[config.mk]
export PLATFORM = sky130hd
export DESIGN_NAME = adder_reg_arb
export DESIGN_NICKNAME = d
export VERILOG_FILES = /design/src/rtl/adder_reg_arb.sv
export SDC_FILE = /design/constraint.sdc
export NUM_CORES = 1
export LEC_CHECK = 0
export BUFFER_PORTS_ARGS = -buffer_cell sky130_fd_sc_hd__buf_2
export CORE_MARGIN = 2
export CORE_UTILIZATION = 48
export CTS_BUF_LIST = sky130_fd_sc_hd__clkbuf_8
export CTS_CLUSTER_DIAMETER = 30
export CTS_CLUSTER_SIZE = 14
export DETAILED_ROUTE_END_ITERATION = 10
export PLACE_DENSITY = 0.95
export SLEW_MARGIN = 5
export SYNTH_ARGS = -nofsm -noshare
export SYNTH_HDL_FRONTEND = slang
export SYNTH_SLANG_ARGS = --single-unit
[constraint.sdc]
create_clock -name iClk -period 4.25 [get_ports iClk]
set_input_delay 0.2125 -clock iClk [delete_from_list [all_inputs] [get_ports iClk]]
set_output_delay 0.2125 -clock iClk [all_outputs]
set_load 0.02 [all_outputs]
[src/rtl/adder_reg_arb.sv]
// -----------------------------------------------------------------------------
// adder_reg_arb
//
// Round-robin arbiter and sequencer that time-shares one external adder_reg
// among NREQ requesters. A requester offers an operand pair with valid/ready.
// The winner's operands are latched and driven to the adder for one enable
// cycle. The registered sum is then captured and returned, tagged with the
// winner's id, over a valid/ready response port. After each response the
// adder is cleared for one cycle before the next grant.
//
// Ports
//   iClk        clock, rising edge
//   iRst        synchronous reset, active-high
//   iReqValid   per-requester request valid                 [NREQ]
//   oReqReady   one-hot accept, combinational in IDLE       [NREQ]
//   iReqData0   packed operand 0, requester i at [i*BITWIDTH +: BITWIDTH]
//   iReqData1   packed operand 1, same packing
//   oRespValid  response valid (registered)
//   iRespReady  response ready from consumer
//   oRespData   BITWIDTH+1 bit sum, carry preserved (registered)
//   oRespId     index of the requester owning the sum (registered)
//   oAddEn      adder enable, high for the one ISSUE cycle
//   oAddClr     adder clear, high for the one CLR cycle
//   oAddData0   adder operand 0 (registered, held outside ISSUE)
//   oAddData1   adder operand 1 (registered, held outside ISSUE)
//   iAddData    adder registered result, valid one cycle after oAddEn
//   oBusy       high whenever the sequencer is not in IDLE
// -----------------------------------------------------------------------------
module adder_reg_arb #(
    parameter int BITWIDTH = 8,
    parameter int NREQ     = 4,
    parameter int IDW      = 2
) (
    input  logic                       iClk,
    input  logic                       iRst,
    input  logic [NREQ-1:0]            iReqValid,
    output logic [NREQ-1:0]            oReqReady,
    input  logic [NREQ*BITWIDTH-1:0]   iReqData0,
    input  logic [NREQ*BITWIDTH-1:0]   iReqData1,
    output logic                       oRespValid,
    input  logic                       iRespReady,
    output logic [BITWIDTH:0]          oRespData,
    output logic [IDW-1:0]             oRespId,
    output logic                       oAddEn,
    output logic                       oAddClr,
    output logic [BITWIDTH-1:0]        oAddData0,
    output logic [BITWIDTH-1:0]        oAddData1,
    input  logic [BITWIDTH:0]          iAddData,
    output logic                       oBusy
);

    typedef enum logic [2:0] {
        CLR   = 3'd0,
        IDLE  = 3'd1,
        ISSUE = 3'd2,
        WAIT  = 3'd3,
        RESP  = 3'd4
    } stateT;

    // One extra bit so rr + offset cannot overflow before the wrap.
    localparam logic [IDW:0]   NREQ_W   = (IDW+1)'(NREQ);
    localparam logic [IDW-1:0] LAST_IDX = IDW'(NREQ - 1);

    stateT          stateReg;
    stateT          stateNext;
    logic [IDW-1:0] rrReg;

    logic           grantFound;
    logic [IDW-1:0] grantIdx;
    logic           grantEn;
    logic [IDW:0]   cand;

    logic [BITWIDTH-1:0] reqOp0 [NREQ];
    logic [BITWIDTH-1:0] reqOp1 [NREQ];

    // Unpack operand buses and build the one-hot ready vector.
    generate
        for (genvar gi = 0; gi < NREQ; gi++) begin : gReq
            assign reqOp0[gi]    = iReqData0[gi*BITWIDTH +: BITWIDTH];
            assign reqOp1[gi]    = iReqData1[gi*BITWIDTH +: BITWIDTH];
            assign oReqReady[gi] = grantEn && (grantIdx == IDW'(gi));
        end
    endgenerate

    // Round-robin search starting at rrReg. The loop runs from the farthest
    // offset down to zero so the last hit, i.e. the nearest one, wins.
    always_comb begin
        grantFound = 1'b0;
        grantIdx   = '0;
        cand       = '0;
        for (int k = NREQ - 1; k >= 0; k--) begin
            cand = {1'b0, rrReg} + (IDW+1)'(k);
            if (cand >= NREQ_W) begin
                cand = cand - NREQ_W;
            end
            if (iReqValid[cand[IDW-1:0]]) begin
                grantFound = 1'b1;
                grantIdx   = cand[IDW-1:0];
            end
        end
    end

    // State register.
    always_ff @(posedge iClk) begin
        if (iRst) begin
            stateReg <= CLR;
        end else begin
            stateReg <= stateNext;
        end
    end

    // Next-state and strobe outputs. All strobes are forced low during
    // reset so nothing reaches the adder or the requesters while iRst is high.
    always_comb begin
        stateNext = stateReg;
        grantEn   = 1'b0;
        oAddEn    = 1'b0;
        oAddClr   = 1'b0;
        case (stateReg)
            CLR: begin
                oAddClr   = 1'b1;
                stateNext = IDLE;
            end
            IDLE: begin
                if (grantFound) begin
                    grantEn   = 1'b1;
                    stateNext = ISSUE;
                end
            end
            ISSUE: begin
                oAddEn    = 1'b1;
                stateNext = WAIT;
            end
            WAIT: begin
                stateNext = RESP;
            end
            RESP: begin
                if (iRespReady) begin
                    stateNext = CLR;
                end
            end
            default: begin
                stateNext = CLR;
            end
        endcase
        if (iRst) begin
            grantEn = 1'b0;
            oAddEn  = 1'b0;
            oAddClr = 1'b0;
        end
    end

    assign oBusy = (stateReg != IDLE);

    // Datapath: operand latch, round-robin pointer, response capture.
    always_ff @(posedge iClk) begin
        if (iRst) begin
            rrReg      <= '0;
            oAddData0  <= '0;
            oAddData1  <= '0;
            oRespId    <= '0;
            oRespData  <= '0;
            oRespValid <= 1'b0;
        end else begin
            case (stateReg)
                IDLE: begin
                    if (grantEn) begin
                        oAddData0 <= reqOp0[grantIdx];
                        oAddData1 <= reqOp1[grantIdx];
                        oRespId   <= grantIdx;
                        rrReg     <= (grantIdx == LAST_IDX) ? '0 : grantIdx + 1'b1;
                    end
                end
                WAIT: begin
                    // The adder registered the sum on the ISSUE edge.
                    oRespData  <= iAddData;
                    oRespValid <= 1'b1;
                end
                RESP: begin
                    if (iRespReady) begin
                        oRespValid <= 1'b0;
                    end
                end
                default: begin
                end
            endcase
        end
    end

endmodule

### Yosys cells after proc, flatten, opt, wreduce, memory -nomap -nowiden

Cells that the tools add are included.

| word-level totals | value |
|---|---|
| output and inout port bits | 35 |
| word-level logic and storage cells | 84 |
| bits in registers | 33 |
| input port bits | 80 |

| cells by class | value |
|---|---|
| multiplexer cells | 39 |
| order comparisons | 9 |
| equality and inequality tests | 10 |
| $add $sub $neg | 8 |
| bitwise operators | 1 |
| reduce and logical (&&, ||, !) cells | 10 |

Operators by type and width:

| operator | count |
|---|---|
| 8-bit binary-select mux with 2-bit select | 2 |
| 8-bit 2-to-1 mux | 4 |
| 2-bit 2-to-1 mux | 9 |
| 1-bit 2-to-1 mux | 16 |
| 3-bit one-hot mux with 5 select lines | 1 |
| 3-bit >= comparator, second input constant | 4 |
| 2-bit by 3-bit < comparator with 1-bit output, second input constant | 4 |
| 1-bit binary-select mux with 2-bit select | 4 |
| 2-bit by 1-bit subtractor with 2-bit output, second input constant | 4 |
| 2-bit by 2-bit adder with 3-bit output, second input constant | 2 |
| 3-bit by 2-bit == test with 1-bit output, second input constant | 2 |
| 3-bit 2-to-1 mux | 2 |
| 2-bit AND reduction | 3 |
| 2-bit == test, second input constant | 2 |
| 1-bit logical AND | 4 |
| 2-bit != test, second input constant | 2 |
| 2-bit by 1-bit adder with 3-bit output, second input constant | 1 |
| 3-bit by 1-bit == test with 1-bit output, second input constant | 1 |
| 3-bit == test, second input constant | 1 |
| 2-bit by 3-bit >= comparator with 1-bit output, second input constant | 1 |
| 3-bit logical NOT | 1 |
| 3-bit by 1-bit != test with 1-bit output, second input constant | 1 |
| 2-bit NOT with 3-bit output | 1 |
| 2-bit by 1-bit adder with 2-bit output, second input constant | 1 |
| 4 further kinds | 4 |

### Longest topological paths before layout

| depth | value |
|---|---|
| depth after elaboration | 13 |
| mapped depth | 8 |
| gate-level depth less buffers | 6 |

### Worst setup path after synthesis

Ideal clock, no wire load.

| timing path | value |
|---|---|
| path type | flip-flop to output port |
| start point | register stateReg[0] |
| end point | output port oReqReady[3] |
| stages on the path, launching flop included | 5 |
| data arrival time | 1,714 ps |
| data required time | 4,038 ps |
| slack | 2,323 ps |
| path through | dfxtp_1 -> or3b_4 -> nor3_4 -> nand2_1 -> nor3_1 |

| on the way | value |
|---|---|
| word-level cells in the longest chain between the ends | 4 |

Ends and longest elaborated chain:

| item | line | text |
|---|---|---|
| from (decl) | 64 | `stateT stateReg;` |
| from (signal assigned) | 108 | `stateReg <= stateNext;` |
| 3-bit by 1-bit == test with 1-bit output | 119 | `case (stateReg)` |
| 1-bit 2-to-1 mux | 119 |  |
| 1-bit 2-to-1 mux | 146 | `if (iRst) begin` |
| 1-bit logical AND | 81 | `assign oReqReady[gi] = grantEn && (grantIdx == IDW'(gi));` |
| to (decl) | 37 | `output logic [NREQ-1:0] oReqReady,` |

No other way between the ends.

### Final worst setup path

| timing path | value |
|---|---|
| start point | register rrReg[1] |
| end point | output port oReqReady[2] |

| on the way | value |
|---|---|
| word-level cells in the longest chain between the ends | 13 |
| elaborated cells between the ends (all ways) | 36 |
| those cells by class | 7 x add/sub; 4 x order compare; 1 x eq/ne; 23 x mux; 1 x reduce/logical |

Ends and longest elaborated chain:

| item | line | text |
|---|---|---|
| from (decl) | 66 | `logic [IDW-1:0] rrReg;` |
| from (signal assigned) | 171 | `rrReg <= (grantIdx == LAST_IDX) ? '0 : grantIdx + 1'b1;` |
| 2-bit by 2-bit adder with 3-bit output | 92 | `cand = {1'b0, rrReg} + (IDW+1)'(k);` |
| 3-bit >= comparator / 2-bit by 1-bit subtractor with 2-bit output (equally long branches) | 93, 94 |  |
| 2-bit 2-to-1 mux | 93 | `if (cand >= NREQ_W) begin` |
| 1-bit binary-select mux with 2-bit select | 96 | `if (iReqValid[cand[IDW-1:0]]) begin` |
| 1-bit 2-to-1 mux (implied by the code) | 96 |  |
| 1-bit 2-to-1 mux (4 in a row) | 96 |  |
| 1-bit 2-to-1 mux | 125 | `if (grantFound) begin` |
| 1-bit 2-to-1 mux | 119 |  |
| 1-bit 2-to-1 mux | 146 |  |
| 1-bit logical AND (*) | 81 |  |

Every way passes the cells marked *; elsewhere a longest branch is shown, timed or not. The select of a mux whose other input is x is not followed.

==> metrics.md <==
| Metric | Value |
|---|---|
| #FFs+latches synth | `33` |
| Hold Path Depth | `3` |
| H-Tree Depth | `2` |
| Critical path origin | `rrReg[1]$_SDFFE_PP0P_` |
| Antenna diodes | `0` |
| Reg2Reg Setup Slack | `1.89 ns` |
| Finish-stage setup viols | `0` |
| Leak | `1.298 nW` |
| HP Class | `primary input to flip-flop` |
| Clock Tree Root | `clkbuf_8` |
| Max VDD drop | `0.2023 mV` |
| Worst r2r src | `rrReg[1]$_SDFFE_PP0P_` |
| Slew at the pin closest to its max-slew limit | `approximately 0.92 ns` |
| Initial DRC count | `134` |
| 1st-pass router iterations | `4` |
| Synth Instances | `195` |
| DP HPWL | `between 3000 and 4000 µm` |
| Initial core utilization | `between 50% and 60%` |
| Final instance area | `between 2000 and 2500 µm²` |
| Skew-Pair Late Insertion Delay | `between 0.2 and 0.3 ns` |
| Combinational power share | `29.3%` |
| Total grt overflow | `0` |
| First-pass GRT wire length | `8190 µm` |
| Nets | `386` |
| Setup crit start kind | `flip-flop` |
| Post-synth top area cell | `dfxtp_1` |
| Worst Path Required | `slightly above 4 ns` |
| Internal | `0.0005690 W` |
| Leading cell types in the layout, fill and taps excluded | `114 x buf_2, 33 x dfxtp_1, 17 x nor2_1, 16 x mux2i_1, 16 x a21oi_1` |
| Max Fclk | `0.3925 GHz` |
| Top cells by area, synth | `dfxtp_1 36%, mux2i_1 8.6%, mux2_4 7.3%` |
| Area of the mapped netlist | `1853 µm²` |
| Final TNS setup | `0 ns` |
| HP Start | `iAddData[2]` |
| CTS tree | `built` |
| Initial antenna violation count | `0` |
| CTS buffer count | `5` |
| Area delta synth->final | `34.10%` |
| Most common cell after layout, fill and taps aside | `buf_2` |
| Worst-path maximum fanout | `21` |
| Yosys top cell area share | `35.65%` |
| CTS Sinks | `33` |
| Post-synth ARST share | `0%` |
| DP Area | `2399 µm²` |
| Psw | `0.0002620 W` |
| Clock skew | `0.008025 ns` |
| Share of cells above drive strength 1 | `a little under half` |
| Synth warn | `0` |
| Post-synth cell types | `40` |
| Max-slew violation count | `0` |
| Wirelength per Cell | `roughly 15 µm` |
| Die X | `between 60 and 70 µm` |
| Die Area | `between 4000 and 5000 µm²` |
| Number of synthesized flops with an enable pin | `0` |
| Clock network power share | `28.2%` |
| Placer congestion estimate | `between 0.8 and 0.9` |
| Syn nets | `approximately 280` |
| Capturing point of the worst reg2reg path | `oAddData1[7]$_SDFFE_PP0P_` |
| Critical path class | `flip-flop to output port` |
| Crit path time final | `~2.5 ns` |
| Vias | `1950` |
| Post-synth top flop | `dfxtp_1` |
| CTS max path bufs | `2` |
| WL final | `approximately 5300 µm` |
| CTS resizes | `0` |
| Status | `complete, no violations` |
| Vias in the first global route | `between 1500 and 2000` |
| Cells on worst reg2reg path | `6` |
| Part of the power in registers | `42.4%` |
| Detail Route Antenna Nets | `0` |
| Max-cap violations | `0` |
| Sink of the worst hold path | `oRespData[2]$_SDFFE_PP0P_` |
| Data arrival, critical path | `2.34 ns` |
| DRC violations left | `0` |
| Largest net degree at the start of global routing | `22` |
| Tcrit/Tclk final | `59.95%` |
| Sw Share | `31.53%` |
| Die Ht | `between 60 and 70 µm` |
| DR vias/cell | `about 5.5` |
| Cts hold-fix bufs | `0` |
| # port buffers | `114` |
| RSZ-0062 raised after global routing | `no` |
| Mean Syn Cell Area | `9.503 µm²` |
| Worst slew margin | `about two fifths` |
| Power Dens Cells | `~330 nW/µm²` |
| Endpoints failing hold | `0` |
| Worst Setup End Kind | `output port` |
| Num rows | `22` |
| Clk slew on worst S/H paths | `0.06 ns` |
| Core area | `between 3000 and 4000 µm²` |
| Post-CTS repair timing setup buffer count | `0` |
| Sequential area share after synthesis | `35.65%` |
| GRT Total Usage | `between 20% and 30%` |
| # IOs | `roughly 120` |
[per-stage QoR]
step	setup slack (ns)	hold slack, ns	power [W]	instances	util [%]
floorplan	2.323	0.3564	0.0005267	195	-
global placement	1.983	0.4419	0.0005939	346	65.03
detailed placement	1.911	0.4533	0.0006015	346	65.03
CTS	1.706	0.1651	0.0008332	353	67.37
global route	1.569	0.1678	0.0008763	353	67.37
finish	1.702	0.1644	0.0008311	353	67.37
[routing by layer]
| metal | up-vias | GRT usage (%) | part of all wire [%] |
|---|---|---|---|
| li1 | 947 | - | - |
| met2 | 110 | 43.63 | 50 |
| met4 | 0 | 11.22 | 2.7 |
| met3 | 14 | 7.325 | 9.0 |
| met1 | 879 | 26.69 | 38 |
| met5 | - | 0 | 0 |
[worst max-delay path, cell delays in order, from the launching register on]
cell and delay, ns:
dfxtp_1 0.45, mux2i_1 0.14, o22ai_2 0.42, nor2_2 0.09, inv_2 0.42, ha_1 0.23, and2_1 0.12, buf_2 0.17
[logic make-up after synthesis]
family	Yosys count	share of synthesized area [%]
flops	33	35.65
mux	27	17.15
simple gates	59	18.37
compound gates	59	22.35
fa+ha+maj	1	0.6751
buf+inv	16	5.807
[power by group through the flow]
| stage | clock network, W | logic, W | registers, W |
|---|---|---|---|
| global route | 0.000255 | 0.000265 | 0.000356 |
| floorplan | 0 | 0.000144 | 0.000383 |
| finish | 0.000234 | 0.000244 | 0.000353 |
| CTS | 0.000237 | 0.000244 | 0.000353 |
| detailed placement | 0 | 0.000243 | 0.000358 |
| global placement | 0 | 0.000236 | 0.000358 |
[synth_stat cells (2+ instances only)]
| cell type | instances |
|---|---|
| a21oi_1 | 16 |
| mux2_4 | 9 |
| and3_1 | 5 |
| dfxtp_1 | 33 |
| inv_1 | 3 |
| a211oi_1 | 10 |
| o21ai_0 | 15 |
| buf_12 | 2 |
| buf_6 | 2 |
| nor3_4 | 2 |
| nor2_1 | 17 |
| nand2_1 | 8 |
| clkbuf_1 | 8 |
| a221o_1 | 11 |
| mux2i_1 | 16 |
| nand3b_1 | 3 |
| nand3_1 | 12 |
[worst max-delay path by stage]
stage                     cells past startpoint                        end  slack, ns
after floorplan                               4               oReqReady[3]       2.32
after global placement                        6  oAddData1[7]$_SDFFE_PP0P_       1.98
after detailed placement                      6  oAddData1[7]$_SDFFE_PP0P_       1.91
after CTS                                     7               oReqReady[2]       1.71
after global routing                          7               oReqReady[2]       1.57
final                                         7               oReqReady[2]       1.70
[final cells by class]
| cell class | instances | area (µm²) |
|---|---|---|
| flip-flops and latches | 33 | 660.6 |
| inverters | 4 | 15.01 |
| clock inverters | 1 | 3.754 |
| repair buffers | 115 | 578.1 |
| multi-input cells | 146 | 1085 |
| clock buffers | 6 | 82.58 |
| well taps | 48 | 60.06 |
| fillers | 317 | 1204 |
[state kept, by name, indices dropped and copies added (netlist names)]
| name | count |
|---|---|
| oAddData1 | 8 |
| oRespId | 2 |
| oRespData | 9 |
| oAddData0 | 8 |
| stateReg | 3 |
| rrReg | 2 |
| oRespValid | 1 |
Power figures use the tool's default switching activity.
